### src/rtl/conv_pad_sched_pkg.sv
// Shared geometry constants, state encoding and layer-size lookup for conv_pad_sched.
package conv_pad_sched_pkg;

    localparam int DATA_W_DEF = 64;
    localparam int ROW_W_DEF  = 9;

    localparam logic [8:0] W_416 = 9'd416;
    localparam logic [8:0] W_208 = 9'd208;
    localparam logic [8:0] W_104 = 9'd104;
    localparam logic [8:0] W_52  = 9'd52;
    localparam logic [8:0] W_26  = 9'd26;
    localparam logic [8:0] W_13  = 9'd13;

    typedef enum logic [2:0] {
        IDLE    = 3'd0,
        PAD_TOP = 3'd1,
        BODY    = 3'd2,
        PAD_BOT = 3'd3,
        FIN     = 3'd4
    } state_e;

    // Codes 6 and 7 have no map size of their own and alias the largest map.
    function automatic logic [2:0] norm_sel(input logic [2:0] sel);
        logic [2:0] ns;
        case (sel)
            3'd6, 3'd7: ns = 3'd0;
            default:    ns = sel;
        endcase
        return ns;
    endfunction

    function automatic logic [8:0] pad_size(input logic [2:0] sel);
        logic [8:0] w;
        case (norm_sel(sel))
            3'd1:    w = W_208;
            3'd2:    w = W_104;
            3'd3:    w = W_52;
            3'd4:    w = W_26;
            3'd5:    w = W_13;
            default: w = W_416;
        endcase
        return w + 9'd2;
    endfunction

endpackage

### src/rtl/conv_pad_sched_cnt.sv
// pad_rowcol_cnt: raster row/column counter over a P x P padded frame.
module pad_rowcol_cnt #(
    parameter int ROW_W = 9
) (
    input  logic             clk,
    input  logic             rst,
    input  logic             clr_i,
    input  logic             en_i,
    input  logic [ROW_W-1:0] p_i,
    output logic [ROW_W-1:0] row_o,
    output logic [ROW_W-1:0] col_o,
    output logic             col_last_o,
    output logic             frame_last_o
);

    logic [ROW_W-1:0] row_q, row_d;
    logic [ROW_W-1:0] col_q, col_d;
    logic             col_last_s;

    assign col_last_s = (col_q == (p_i - ROW_W'(1)));

    // Next position: column wraps at P-1 and carries into the row.
    always_comb begin
        row_d = row_q;
        col_d = col_q;
        if (clr_i) begin
            row_d = {ROW_W{1'b0}};
            col_d = {ROW_W{1'b0}};
        end else if (en_i) begin
            if (col_last_s) begin
                col_d = {ROW_W{1'b0}};
                row_d = row_q + ROW_W'(1);
            end else begin
                col_d = col_q + ROW_W'(1);
            end
        end else begin
            row_d = row_q;
            col_d = col_q;
        end
    end

    // Counter state register.
    always_ff @(posedge clk or posedge rst) begin
        if (rst) begin
            row_q <= {ROW_W{1'b0}};
            col_q <= {ROW_W{1'b0}};
        end else begin
            row_q <= row_d;
            col_q <= col_d;
        end
    end

    assign row_o        = row_q;
    assign col_o        = col_q;
    assign col_last_o   = col_last_s;
    assign frame_last_o = col_last_s && (row_q == (p_i - ROW_W'(1)));

endmodule

### src/rtl/conv_pad_sched.sv
// Zero-border frame sequencer feeding the 3-line conv buffer; optional statistics
// counters are built when CONV_PAD_STAT_EN is defined.
module conv_pad_sched
    import conv_pad_sched_pkg::*;
#(
    parameter int DATA_W = DATA_W_DEF,
    parameter int ROW_W  = ROW_W_DEF
) (
    input  logic              sclk,
    input  logic              s_rst,
    input  logic              start,
    input  logic [2:0]        layer_sel,
    input  logic [DATA_W-1:0] in_data,
    input  logic              in_vld,
    output logic              in_rdy,
    output logic [DATA_W-1:0] data_in,
    output logic              data_in_vld,
    output logic [2:0]        feature_col_select,
    output logic [6:0]        padding_row_cnt,
    output logic              busy,
    output logic              done,
    output logic              err_underflow
`ifdef CONV_PAD_STAT_EN
    ,
    output logic [15:0]       frame_cnt,
    output logic [15:0]       underflow_cnt
`endif
);

    state_e            state_q, state_d;
    logic [2:0]        sel_q, sel_d;
    logic [DATA_W-1:0] data_q, data_d;
    logic              vld_q, vld_d;
    logic [6:0]        rcnt_q, rcnt_d;
    logic              busy_q, busy_d;
    logic              done_q, done_d;
    logic              err_q, err_d;

    logic [ROW_W-1:0]  p_s, row_s, col_s;
    logic              col_last_s, frame_last_s, body_last_s;
    logic              start_acc_s, emit_s, in_rdy_s, accept_s, underflow_s;

    assign p_s         = ROW_W'(pad_size(sel_q));
    assign body_last_s = col_last_s && (row_s == (p_s - ROW_W'(2)));
    assign emit_s      = (state_q == PAD_TOP) || (state_q == BODY) || (state_q == PAD_BOT);
    assign in_rdy_s    = (state_q == BODY) && (col_s != {ROW_W{1'b0}}) && !col_last_s;
    assign accept_s    = in_rdy_s && in_vld;
    assign underflow_s = in_rdy_s && !in_vld;

    pad_rowcol_cnt #(.ROW_W(ROW_W)) u_cnt (
        .clk          (sclk),
        .rst          (s_rst),
        .clr_i        (state_q == IDLE),
        .en_i         (emit_s),
        .p_i          (p_s),
        .row_o        (row_s),
        .col_o        (col_s),
        .col_last_o   (col_last_s),
        .frame_last_o (frame_last_s)
    );

    // Frame sequencing; start is only honoured from IDLE.
    always_comb begin
        state_d     = state_q;
        start_acc_s = 1'b0;
        case (state_q)
            IDLE: begin
                if (start) begin
                    state_d     = PAD_TOP;
                    start_acc_s = 1'b1;
                end else begin
                    state_d = IDLE;
                end
            end
            PAD_TOP: begin
                if (col_last_s) state_d = BODY;
                else            state_d = PAD_TOP;
            end
            BODY: begin
                if (body_last_s) state_d = PAD_BOT;
                else             state_d = BODY;
            end
            PAD_BOT: begin
                if (frame_last_s) state_d = FIN;
                else              state_d = PAD_BOT;
            end
            FIN:     state_d = IDLE;
            default: state_d = IDLE;
        endcase
    end

    // Output word path: every emitting cycle produces a word, zero unless accepted.
    always_comb begin
        sel_d  = start_acc_s ? norm_sel(layer_sel) : sel_q;
        data_d = accept_s ? in_data : {DATA_W{1'b0}};
        vld_d  = emit_s;
        if (!emit_s) begin
            rcnt_d = 7'd0;
        end else if (row_s > ROW_W'(127)) begin
            rcnt_d = 7'd127;
        end else begin
            rcnt_d = row_s[6:0];
        end
        busy_d = (state_d == PAD_TOP) || (state_d == BODY) || (state_d == PAD_BOT);
        done_d = (state_d == FIN);
        err_d  = start_acc_s ? 1'b0 : (err_q || underflow_s);
    end

    // State and registered outputs.
    always_ff @(posedge sclk or posedge s_rst) begin
        if (s_rst) begin
            state_q <= IDLE;
            sel_q   <= 3'd0;
            data_q  <= {DATA_W{1'b0}};
            vld_q   <= 1'b0;
            rcnt_q  <= 7'd0;
            busy_q  <= 1'b0;
            done_q  <= 1'b0;
            err_q   <= 1'b0;
        end else begin
            state_q <= state_d;
            sel_q   <= sel_d;
            data_q  <= data_d;
            vld_q   <= vld_d;
            rcnt_q  <= rcnt_d;
            busy_q  <= busy_d;
            done_q  <= done_d;
            err_q   <= err_d;
        end
    end

    assign in_rdy             = in_rdy_s;
    assign data_in            = data_q;
    assign data_in_vld        = vld_q;
    assign feature_col_select = sel_q;
    assign padding_row_cnt    = rcnt_q;
    assign busy               = busy_q;
    assign done               = done_q;
    assign err_underflow      = err_q;

`ifdef CONV_PAD_STAT_EN
    logic [15:0] fcnt_q, fcnt_d;
    logic [15:0] ucnt_q, ucnt_d;

    // Frame counter wraps; underflow counter saturates and restarts per frame.
    always_comb begin
        fcnt_d = done_d ? (fcnt_q + 16'd1) : fcnt_q;
        if (start_acc_s) begin
            ucnt_d = 16'd0;
        end else if (underflow_s && (ucnt_q != 16'hFFFF)) begin
            ucnt_d = ucnt_q + 16'd1;
        end else begin
            ucnt_d = ucnt_q;
        end
    end

    // Statistics registers.
    always_ff @(posedge sclk or posedge s_rst) begin
        if (s_rst) begin
            fcnt_q <= 16'd0;
            ucnt_q <= 16'd0;
        end else begin
            fcnt_q <= fcnt_d;
            ucnt_q <= ucnt_d;
        end
    end

    assign frame_cnt     = fcnt_q;
    assign underflow_cnt = ucnt_q;
`endif

endmodule

### config.mk
export PLATFORM = sky130hd
export DESIGN_NAME = conv_pad_sched
export DESIGN_NICKNAME = d
export VERILOG_FILES = /design/src/rtl/conv_pad_sched_pkg.sv /design/src/rtl/conv_pad_sched_cnt.sv /design/src/rtl/conv_pad_sched.sv
export SDC_FILE = /design/constraint.sdc
export NUM_CORES = 1
export LEC_CHECK = 0
export CORE_UTILIZATION = 47
export CTS_CLUSTER_SIZE = 20
export DETAILED_ROUTE_END_ITERATION = 7
export PLACE_DENSITY = 0.88
export SLEW_MARGIN = 20
export SYNTH_ARGS = -nofsm -noshare
export SYNTH_HDL_FRONTEND = slang
export SYNTH_SLANG_ARGS = --single-unit
### constraint.sdc
create_clock -name sclk -period 7.6 [get_ports sclk]
set_input_delay 2.28 -clock sclk [delete_from_list [all_inputs] [get_ports sclk]]
set_output_delay 2.28 -clock sclk [all_outputs]
set_load 0.1 [all_outputs]
==> metrics.md <==
| Metric | Value |
|---|---|
| Status | completed |
| Worst Reg-to-Reg Cells | 13 |
| Cells after DPL | 700 |
| Initial Util | 49.0% |
| Global route hottest layer | met2 |
| Syn_nets | 525 |
| Clk_lat worst skew | 0.38 ns |
| Vias in the first global route | 3554 |
| Leak | 2.91 nW |
| Max Freq | 138 MHz |
| EDFF count, synth | 0 |
| IO Port Bufs | 149 |
| Buf+Inv Stages, Crit Path | 2 |
| Placeable Area | 0.00986 mm2 |
| CP max stage cell | nor4bb_1 |
| CP peak stage delay | 0.60 ns |
| Synthesized area | 0.00483 mm2 |
| Antenna Nets Post-Route | 0 |
| Final instance area | 0.00651 mm2 |
| Num rows | 36 |
| DRC viols | 0 |
| Syn Area/Cell | 10.8 um2 |
| YS warnings | 0 |
| Cells after Synth | 446 |
| First-pass GRT wire length | 17900 um |
| Final Hold Fails | 0 |
| Die extent in y | 103 um |
| RSZ-0062 raised after global routing | no |
| Clock transition at path regs | 0.11 ns |
| Measured slew at the worst slew-check pin | 1.04 ns |
| CTS buffer count | 9 |
| Sequential-to-total area share from yosys stat | 51.3% |
| CTS root buf | clkbuf_8 |
| Worst Skew | 0.0134 ns |
| # diodes | 0 |
| Startpoint Class | register |
| Die area | 0.0107 mm2 |
| Period utilization | 95.7% |
| Worst Hold Class | reg2reg |
| Largest net degree at the start of global routing | 78 |
| Die width | 103 um |
| Cell variety after synth | 54 |
| Post-DP HPWL | 8900 um |
| Tmin final | 7.27 ns |
| Setup bufs post-CTS | 0 |
| Remaining Overflow, GRT | 0 |
| R2R setup slack | 2.52 ns |
| Area added between synthesis and finish | 34.7% |
| Top delay family on crit path | simple AND/OR/NAND/NOR gates |
| Kind of critical path | reg2out |
| Layout cells sized above 1 | 15.6% |
| WL final | 12000 um |
| Pwr dens | 138 mW/mm2 |
| Critical path arrival | 4.99 ns |
| Seq. cell area | 0.00248 mm2 |
| Final #Nets | 657 |
| GR Layer Usage met1 | 28.1% |
| Multi-input combinational cell area | 0.00211 mm2 |
| First-pass DRT Iterations | 6 |
| Total GRT Usage | 22.4% |
| Main synth FF type | dfrtp_1 |
| CP cell instances | nand3b_1 > ha_1 > nor4b_2 > buf_4 > ha_1 > nor4bb_1 > a211oi_4 > nor3b_1 > xnor2_1 > and4_1 > nand2_2 > and2_1 > buf_4 |
| CTS tree | done |
| Worst Path Max Fanout | 17 |
| Setup TNS | 0 ns |
| Hold path start | err_underflow |
| FFs w/ async S/R, synth | 100% |
| DR iter-0 viols | 245 |
| Pre-CTS WS | 0.719 ns |
| R2R Path Start | feature_col_select[1] |
| R2R Path End | data_in[33] |
| VDD IR max | 0.000122 V |
| GR Util met2 | 37.7% |
| Total power | 0.900 mW |
| Non-Filler Instances | 716 |
| Area post-placement | 0.00632 mm2 |
| WL per Instance | 16.7 um |
| Deepest clock path buffer count | 2 |
| Clock Sinks | 99 |
| Worst Slack Setup Final | 0.329 ns |
| Final setup fails | 0 |
| Worst Path Required | 5.32 ns |
| Maxcap violations | 0 |
| Worst Hold Depth | 1 |
| CTS H-tree lvls | 3 |
| Gp weighted congestion | 0.925 |
| Layout fillers | 727 |
| Via Count | 3767 |
| Routing usage on met3 | 4.30% |
| DR vias/cell | 5.26 |
| Crit. End Element | primary output |
| Max-Slew Margin vs Limit | 30.1% |
| Ports | 150 |
| Initial antenna violation count | 0 |
| Seq cells post-synth | 99 |
| Max Slew Vio Count | 0 |
| Hold endpoint | err_underflow |
==> layer usage <==
layer / vias to the layer above / wire, um
li1: 1768 / -
met1: 1805 / 4700
met2: 156 / 6240
met3: 38 / 647
met4: 0 / 367
met5: - / 0
==> cell usage after synthesis, types with 2 or more instances <==
cell	number	area (um2)
xnor2_1	15	131
a21oi_1	10	50.1
o21ai_0	25	125
buf_2	4	20.0
nand2_1	23	86.3
nand3b_1	7	52.6
o211ai_1	3	22.5
nor3_1	13	65.1
o22ai_1	2	12.5
and2_1	5	31.3
a31oi_1	10	62.6
and3_1	7	43.8
nor3b_1	2	15.0
o21a_1	4	30.0
clkbuf_1	16	60.1
nor4_1	2	12.5
nand2b_1	7	43.8
nor4bb_1	3	30.0
ha_1	8	100
mux2i_1	4	40.0
nor2_1	22	82.6
nand3_1	15	75.1
inv_1	14	52.6
o21bai_1	2	15.0
xor2_1	14	123
o31ai_1	5	37.5
and2_4	60	526
dfrtp_1	99	2480
nor2b_1	6	37.5
nand4_1	7	43.8
buf_6	9	101
==> state kept, by name, indices dropped and copies added, names as in the netlist <==
| register | count |
|---|---|
| data_in | 64 |
| state_q | 3 |
| u_cnt.row_o | 9 |
| busy | 1 |
| feature_col_select | 3 |
| err_underflow | 1 |
| padding_row_cnt | 7 |
| u_cnt.col_o | 9 |
| data_in_vld | 1 |
| done | 1 |
==> final cells by class <==
cell class,instances,area share [%]
clock buffer,9,1.90
clock inverter,7,1.08
inverter,14,0.845
multi-input combinational,303,32.5
sequential,99,38.1
tap,133,2.56
timing repair buffer,151,23.1
==> cell usage in the layout, fill, tap and decap left out, types with 2 or more instances in the layout <==
cell and n:
inv_8 2, o21bai_1 2, xnor2_1 15, nor4bb_1 3, nand3b_1 7, nand3_1 15, nand2_1 23, clkdlybuf4s50_1 148
o21a_1 4, nor3_1 13, nor2_1 22, a31oi_1 10, nor3b_1 2, inv_1 13, o31ai_1 5, mux2i_1 4
and3_1 7, o211ai_1 3, o22ai_1 2, dfrtp_1 98, nor4_1 2, xor2_1 14, nand2b_1 7, clkbuf_8 9
nor2b_1 6, buf_4 3, o21ai_0 25, nand4_1 7, and2_1 5, clkinv_4 2, ha_1 8, and2_4 60
a21oi_1 10
==> worst max path at each step <==
stage / slack (ns) / endpoint / start / cells past startpoint
2_1_floorplan: 0.36 / in_rdy / feature_col_select[2] / 16
3_3_place_gp: 1.08 / in_rdy / feature_col_select[2] / 13
3_5_place_dp: 0.72 / in_rdy / feature_col_select[2] / 13
4_1_cts: 0.29 / in_rdy / feature_col_select[2] / 13
5_1_grt: 0.01 / in_rdy / feature_col_select[0] / 13
6_report: 0.33 / in_rdy / feature_col_select[1] / 13
==> through the flow <==
stage / util [%] / hold WS [ns]
after detailed placement: 64.0 / 0.500
after global routing: 66.0 / 0.551
after CTS: 66.0 / 0.525
after floorplan: - / 0.535
final: 66.0 / 0.513
after global placement: 64.0 / 0.481
==> cells by family (layout without fill, tap and decap cells) <==
group           count (synthesis)  after routing  share of synthesized area, %
mux                             4              4                         0.828
simple gates                  192            192                          26.2
fa+ha+maj                       9              9                          2.28
flops                          99             99                          51.3
buf+inv                        44            181                          5.00
xor+xnor                       30             30                          5.59
compound gates                 68             68                          8.88
==> power breakdown <==
group	internal [mW]	switching, mW	leakage (nW)
logic	0.0323	0.0157	1.46
clock network	0.128	0.197	0.100
registers	0.526	0	1.35
total	0.687	0.213	2.91
==> what timing repair did <==
item | 4_1_cts | 5_1_grt
hold buffers | 0 | 0
gates resized for setup | 0 | 1
endpoints found under the setup margin | 0 | 1
Note: power is estimated with default switching activity, not from simulation.
